## src/rtl/board_editor_pkg.sv

```systemverilog
// ---------------------------------------------------------------------------
// board_editor_pkg
// Shared board geometry and types for the board editor and the blocks that
// read the same board RAM.
//   BOARD_SIZE x BOARD_SIZE cells, row-major, WORD_SIZE cells per RAM word,
//   bit 0 of a word is its leftmost cell.
// Contents:
//   edit_op_t      - edit operation encoding carried on op_in
//   editor_state_t - board_editor controller states
//   apply_edit     - forms the new word for a single-cell edit
// ---------------------------------------------------------------------------
package board_editor_pkg;

  localparam int BOARD_SIZE     = 64;
  localparam int LOG_BOARD_SIZE = $clog2(BOARD_SIZE);
  localparam int WORD_SIZE      = 16;
  localparam int LOG_WORD_SIZE  = $clog2(WORD_SIZE);
  localparam int NUM_WORDS      = BOARD_SIZE * BOARD_SIZE / WORD_SIZE;
  localparam int LOG_MAX_ADDR   = $clog2(NUM_WORDS);

  typedef enum logic [1:0] {
    OP_TOGGLE      = 2'd0,
    OP_SET         = 2'd1,
    OP_CLEAR_CELL  = 2'd2,
    OP_CLEAR_BOARD = 2'd3
  } edit_op_t;

  typedef enum logic [2:0] {
    ST_IDLE  = 3'd0,
    ST_READ  = 3'd1,
    ST_WRITE = 3'd2,
    ST_SWEEP = 3'd3,
    ST_DONE  = 3'd4
  } editor_state_t;

  // Only the addressed bit changes; every other cell of the word is kept.
  function automatic logic [WORD_SIZE-1:0] apply_edit(
    input edit_op_t                 op,
    input logic [WORD_SIZE-1:0]     word,
    input logic [LOG_WORD_SIZE-1:0] bit_idx
  );
    logic [WORD_SIZE-1:0] mask;
    logic [WORD_SIZE-1:0] result;
    mask          = '0;
    mask[bit_idx] = 1'b1;
    case (op)
      OP_TOGGLE:     result = word ^ mask;
      OP_SET:        result = word | mask;
      OP_CLEAR_CELL: result = word & ~mask;
      default:       result = word;
    endcase
    return result;
  endfunction

endpackage

```

## src/rtl/board_editor_cell_addr_map.sv

```systemverilog
// ---------------------------------------------------------------------------
// cell_addr_map
// Combinational mapping of a board cell (x,y) to its RAM word address and
// bit position inside that word. Any block that packs or unpacks board words
// must use this so both ends agree on the layout.
// Ports:
//   x_in          - cell column
//   y_in          - cell row
//   word_addr_out - (y*BOARD_SIZE + x) >> LOG_WORD_SIZE, truncated
//   bit_idx_out   - x mod WORD_SIZE (bit 0 = leftmost cell of the word)
// ---------------------------------------------------------------------------
module cell_addr_map
  import board_editor_pkg::*;
(
  input  logic [LOG_BOARD_SIZE-1:0] x_in,
  input  logic [LOG_BOARD_SIZE-1:0] y_in,
  output logic [LOG_MAX_ADDR-1:0]   word_addr_out,
  output logic [LOG_WORD_SIZE-1:0]  bit_idx_out
);

  // With power-of-two sizes, y*BOARD_SIZE + x is just the concatenation {y,x}.
  // Since BOARD_SIZE >= WORD_SIZE, a word never spans two rows, so the bit
  // index comes straight from the low bits of x.
  always_comb begin
    word_addr_out = LOG_MAX_ADDR'({y_in, x_in} >> LOG_WORD_SIZE);
    bit_idx_out   = x_in[LOG_WORD_SIZE-1:0];
  end

endmodule

```

## src/rtl/board_editor.sv

```systemverilog
// ---------------------------------------------------------------------------
// board_editor
// Write-side companion of the board renderer: applies user edits to the
// board RAM. Single-cell edits (toggle/set/clear) read-modify-write one
// word; a board clear sweeps zeros over every word.
// Ports:
//   clk_in       - system clock
//   rst_in       - synchronous active-high reset
//   start_in     - request strobe, sampled only while idle
//   op_in        - 0 TOGGLE, 1 SET, 2 CLEAR_CELL, 3 CLEAR_BOARD
//   cursor_x_in  - target cell column
//   cursor_y_in  - target cell row
//   data_r_in    - RAM read data, valid READ_LATENCY cycles after address
//   addr_r_out   - RAM read address
//   addr_w_out   - RAM write address
//   data_w_out   - RAM write data
//   we_out       - RAM write enable
//   busy_out     - high from accepted start until done
//   done_out     - one-cycle completion pulse
// ---------------------------------------------------------------------------
module board_editor
  import board_editor_pkg::*;
#(
  parameter int READ_LATENCY = 2
) (
  input  logic                      clk_in,
  input  logic                      rst_in,
  input  logic                      start_in,
  input  logic [1:0]                op_in,
  input  logic [LOG_BOARD_SIZE-1:0] cursor_x_in,
  input  logic [LOG_BOARD_SIZE-1:0] cursor_y_in,
  input  logic [WORD_SIZE-1:0]      data_r_in,
  output logic [LOG_MAX_ADDR-1:0]   addr_r_out,
  output logic [LOG_MAX_ADDR-1:0]   addr_w_out,
  output logic [WORD_SIZE-1:0]      data_w_out,
  output logic                      we_out,
  output logic                      busy_out,
  output logic                      done_out
);

  localparam int CNT_W = $clog2(READ_LATENCY + 2);
  localparam logic [LOG_MAX_ADDR-1:0] LAST_ADDR = LOG_MAX_ADDR'(NUM_WORDS - 1);

  editor_state_t              state_q,  state_d;
  edit_op_t                   op_q,     op_d;
  logic [LOG_WORD_SIZE-1:0]   bit_q,    bit_d;
  logic [CNT_W-1:0]           cnt_q,    cnt_d;
  logic [LOG_MAX_ADDR-1:0]    addr_r_q, addr_r_d;
  logic [LOG_MAX_ADDR-1:0]    addr_w_q, addr_w_d;
  logic [WORD_SIZE-1:0]       data_w_q, data_w_d;
  logic                       we_q,     we_d;
  logic                       busy_q,   busy_d;
  logic                       done_q,   done_d;

  logic [LOG_MAX_ADDR-1:0]    cursor_addr;
  logic [LOG_WORD_SIZE-1:0]   cursor_bit;
  logic                       read_last;

  // The cursor is mapped at request time; the request is then held as
  // {word address, bit index}, which fully stands in for the latched (x,y).
  cell_addr_map u_map (
    .x_in          (cursor_x_in),
    .y_in          (cursor_y_in),
    .word_addr_out (cursor_addr),
    .bit_idx_out   (cursor_bit)
  );

  // The address goes out at the start edge, so read data is first sampleable
  // READ_LATENCY+1 edges later; the READ state counts 0..READ_LATENCY and
  // captures on the final count.
  assign read_last = (state_q == ST_READ) && (cnt_q == CNT_W'(READ_LATENCY));

  // State and all output registers. Reset clears everything, which also
  // aborts any sweep in progress without a done pulse.
  always_ff @(posedge clk_in) begin
    if (rst_in) begin
      state_q  <= ST_IDLE;
      op_q     <= OP_TOGGLE;
      bit_q    <= '0;
      cnt_q    <= '0;
      addr_r_q <= '0;
      addr_w_q <= '0;
      data_w_q <= '0;
      we_q     <= 1'b0;
      busy_q   <= 1'b0;
      done_q   <= 1'b0;
    end else begin
      state_q  <= state_d;
      op_q     <= op_d;
      bit_q    <= bit_d;
      cnt_q    <= cnt_d;
      addr_r_q <= addr_r_d;
      addr_w_q <= addr_w_d;
      data_w_q <= data_w_d;
      we_q     <= we_d;
      busy_q   <= busy_d;
      done_q   <= done_d;
    end
  end

  // Next-state logic. The sweep leaves on the terminal address compare,
  // before the counter could wrap back to zero.
  always_comb begin
    state_d = state_q;
    case (state_q)
      ST_IDLE: begin
        if (start_in) begin
          state_d = (edit_op_t'(op_in) == OP_CLEAR_BOARD) ? ST_SWEEP : ST_READ;
        end
      end
      ST_READ:  if (read_last) state_d = ST_WRITE;
      ST_WRITE: state_d = ST_DONE;
      ST_SWEEP: if (addr_w_q == LAST_ADDR) state_d = ST_DONE;
      ST_DONE:  state_d = ST_IDLE;
      default:  state_d = ST_IDLE;
    endcase
  end

  // Datapath and registered outputs. Addresses and data hold unless updated;
  // the strobes are decoded from the state being entered so they line up
  // with it exactly.
  always_comb begin
    op_d     = op_q;
    bit_d    = bit_q;
    cnt_d    = cnt_q;
    addr_r_d = addr_r_q;
    addr_w_d = addr_w_q;
    data_w_d = data_w_q;

    case (state_q)
      ST_IDLE: begin
        if (start_in) begin
          op_d  = edit_op_t'(op_in);
          cnt_d = '0;
          if (edit_op_t'(op_in) == OP_CLEAR_BOARD) begin
            addr_w_d = '0;
            data_w_d = '0;
          end else begin
            bit_d    = cursor_bit;
            addr_r_d = cursor_addr;
          end
        end
      end
      ST_READ: begin
        cnt_d = cnt_q + CNT_W'(1);
        if (read_last) begin
          addr_w_d = addr_r_q;
          data_w_d = apply_edit(op_q, data_r_in, bit_q);
        end
      end
      ST_SWEEP: begin
        if (addr_w_q != LAST_ADDR) addr_w_d = addr_w_q + LOG_MAX_ADDR'(1);
      end
      default: ;
    endcase

    we_d   = (state_d == ST_WRITE) || (state_d == ST_SWEEP);
    busy_d = (state_d == ST_READ) || (state_d == ST_WRITE) || (state_d == ST_SWEEP);
    done_d = (state_d == ST_DONE);
  end

  assign addr_r_out = addr_r_q;
  assign addr_w_out = addr_w_q;
  assign data_w_out = data_w_q;
  assign we_out     = we_q;
  assign busy_out   = busy_q;
  assign done_out   = done_q;

endmodule
```

## config.mk

```make
export PLATFORM = sky130hd
export DESIGN_NAME = board_editor
export DESIGN_NICKNAME = d
export VERILOG_FILES = /design/src/rtl/board_editor_pkg.sv /design/src/rtl/board_editor_cell_addr_map.sv /design/src/rtl/board_editor.sv
export SDC_FILE = /design/constraint.sdc
export NUM_CORES = 1
export LEC_CHECK = 0
export BUFFER_PORTS_ARGS = -buffer_cell sky130_fd_sc_hd__buf_2
export CORE_UTILIZATION = 35
export DETAILED_ROUTE_END_ITERATION = 8
export GPL_TIMING_DRIVEN = 0
export PLACE_DENSITY = 0.61
export SYNTH_ARGS = -nofsm -noshare
export SYNTH_HDL_FRONTEND = slang
export SYNTH_HIERARCHICAL = 1
export SYNTH_SLANG_ARGS = --single-unit
export TNS_END_PERCENT = 1
```

## constraint.sdc

```tcl
create_clock -name clk_in -period 1.85 [get_ports clk_in]
set_clock_uncertainty 0.2 [all_clocks]
set_input_delay 0.37 -clock clk_in [delete_from_list [all_inputs] [get_ports clk_in]]
set_output_delay 0.37 -clock clk_in [all_outputs]
set_load 0.01 [all_outputs]
```

==> results_dict.tcl <==
set metrics [dict create \
    crit_chain "nor2b_4 > nand3_2 > ha_4 > mux4_2 > a22oi_2 > nor2_1" \
    synth-seq-cells 46 \
    synth_xor_area_frac 0.008478 \
    gp_congestion 0.7909 \
    timing.rr.start "bit_q[3]" \
    areaGrowthSynthToFinish_pct 30.56 \
    drtIter0Drc 98 \
    cts.sinks 46 \
    yosysMostFrequentCell "dfxtp_1" \
    max_stage_delay_ns 0.47 \
    place_ws_ns -0.2125 \
    grtUsageTotal 0.1820 \
    grt_pass1_wl_um 12770 \
    crit_path_end_kind "register" \
    startpoint "bit_q[3]" \
    synth-simple-area-share 0.1736 \
    synth.distinct_cells 47 \
    violations "negative setup slack" \
    rsz0062_at_grt "true" \
    finalMaxSlewViolations 0 \
    hold_start "cursor_x_in[2]" \
    p_total_mw 2.448 \
    rows 33 \
    synthArstFlopShare 0 \
    p_leak_nw 1.764 \
    cp-start-kind "register" \
    cp.required_ns 1.85 \
    drv_cap 0 \
    slew_headroom 0.6557 \
    setup_slack_ns -0.1715 \
    worst_ep_arrival_time_ns 2.02 \
    numPortBuffers 54 \
    synthMuxAreaShare 0.1712 \
    cts_made_buffers 5 \
    synth-compound-area-share 0.1110 \
    hold_violations 0 \
    diodes 0 \
    drive_above_1_share 0.4268 \
    io_pins 68 \
    vias_per_cell 5.219 \
    status "finished with violations" \
    drt_pass1_iterations 4 \
    fin_setup_tns_ns -2.311 \
    netlist_area_um2 3099 \
    crit_fanout 8 \
    clock_latency_ns 0.31 \
    grt_overflow 0 \
    drtAntennaViolNets 0 \
    wire_per_inst_um 15.73 \
    grt_max_degree 18 \
    worstMarginPinSlew_ns 0.5165 \
    rr_worst_depth 6 \
    clock-root-buffer "clkbuf_8" \
    core-area_um2 8382 \
    synthTopCellsByArea "dfxtp_1, ha_1, mux4_2, mux2i_1, nor2_1" \
    yosys_warnings 6 \
    r2r_slack_ns -0.17 \
    synth_seq_area_share 0.2971 \
    synth_nets 400 \
    drc 0 \
    holdPathEnd "bit_q[2]" \
    setup_viol 22 \
    final.min_clock_period_ns 2.021 \
    drt-total-wl_um 7992 \
    antenna_found_initial 0 \
    die_w_um 96.10 \
    powerDensity_nw_per_um2 605.1 \
    postLayoutCoreUtil 0.4828 \
    grt_pass1_vias 2525 \
    hold_path_depth 3 \
    worstSetupPathType "reg2reg" \
    chipHeight_um 96.10 \
    synth_edf_count 0 \
    cp_slowest_cell "mux4_2" \
    synth_top_family_by_area "simple AND/OR/NAND/NOR gates" \
    fmax_ghz 0.4947 \
    cts_tree "yes" \
    h-tree-depth 2 \
    num_vias 2651 \
    synth_common_cells "dfxtp_1, nor2_1, inv_1" \
    irDropWorstVdd_mv 0.3141 \
    synth_ff_type "dfxtp_1" \
    synth_adder_area_share 0.1373 \
    clk_pin_slew_worst_paths_ns 0.10 \
    netlist_instances 333 \
    period_share 1.093 \
    hold_path.class "in2reg" \
    synth_top_area_share 0.2971 \
    initial_core_util 0.3698 \
    nNetsFinal 469 \
    r2r_end "data_w_out[11]" \
    synth_largest_area_cell "dfxtp_1" \
    dieArea_um2 9235 \
    clk_path_buf_depth 2 \
    dp_hpwl_um 5593 \
    syn_avg_cell_area_um2 9.307 \
]
## through the flow
step                instance area [um^2]  cells  hold slack (ns)
finish                              4046    508          0.07880
global route                        4046    508          0.08554
CTS                                 3910    504          0.07347
detailed placement                  3547    492           0.2803
global placement                    3547    492           0.2666
floorplan                           3146    333           0.2533
## state kept, by name, summed over array words and instances (netlist names)
signal and cells:
data_w_out 16, we_out 1, busy_out 1, state_q 3
cnt_q 2, done_out 1, addr_w_out 8, op_q 2
addr_r_out 8, bit_q 4
## how the worst max path moves through the flow
stage,endpoint,slack [ns],depth (start not counted)
final,data_w_out[11],-0.17,6
after global placement,data_w_out[12],-0.18,6
after floorplan,data_w_out[13],-0.03,6
after global routing,data_w_out[12],-0.24,6
after CTS,data_w_out[11],-0.15,6
after detailed placement,data_w_out[12],-0.21,6
## power by group
group          internal, mW  total, mW  switching [mW]
Clock                 0.282      0.686           0.405
Sequential             1.03       1.09          0.0569
Combinational         0.326      0.671           0.345
Total                  1.64       2.45           0.807
## cells in the final DEF, fill, tap and decap left out, drive strengths merged, types with 2 or more instances in the layout
master,netlist,routed
a211oi,2,2
a21oi,8,8
a22oi,16,16
a31oi,2,2
a32o,2,2
and3,3,3
buf,24,86
clkbuf,5,10
dfxtp,46,46
ha,34,34
inv,36,39
mux2i,17,17
mux4,16,16
nand2,19,19
nand2b,2,2
nand3,13,13
nand3b,2,2
nand4,4,4
nor2,43,43
nor2b,5,5
nor3,5,5
nor4,2,2
o21a,2,2
o21ai,5,5
o31ai,2,2
o32ai,2,2
xor2,2,2
## cell type report
type / count / area, um^2
Fill cell: 789 / 4335
Clock buffer: 5 / 68.82
Inverter: 36 / 135.1
Sequential cell: 46 / 944.7
Tap cell: 105 / 131.4
Timing Repair Buffer: 62 / 330.3
Buffer: 29 / 193.9
Clock inverter: 3 / 26.28
Multi-Input combinational cell: 222 / 2216
## layer usage
metal / up-vias / global-route usage / part of all wire
li1: 1293 / - / -
met1: 1302 / 0.2337 / 0.45
met2: 47 / 0.3115 / 0.51
met3: 9 / 0.02923 / 0.029
met4: 0 / 0.05597 / 0.015
met5: - / 0 / 0
## critical path, delay by kind of cell (launching register included)
kind	cells	cell delay, ns
flip-flops	1	0.43
AO/OA/AOI/OAI	1	0.18
adder cells (fa/ha/maj)	1	0.23
AND/OR/NAND/NOR	3	0.39
multiplexers	1	0.47
## timing repair
action / 4_1_cts / 5_1_grt
resized for setup: 44 / 18
buffers inserted: 4 / 4
setup endpoints to repair: 29 / 37
pin swaps: 18 / 16
hold buffers: 0 / 0
gates cloned: 0 / 0
## cell families (layout without fill, tap and decap cells)
group / count (synthesis) / in the layout
xor+xnor: 3 / 3
mux: 33 / 33
flops: 46 / 46
buf+inv: 65 / 135
simple gates: 105 / 105
fa+ha+maj: 34 / 34
compound gates: 47 / 47
Note: power is estimated with default switching activity, not from simulation.
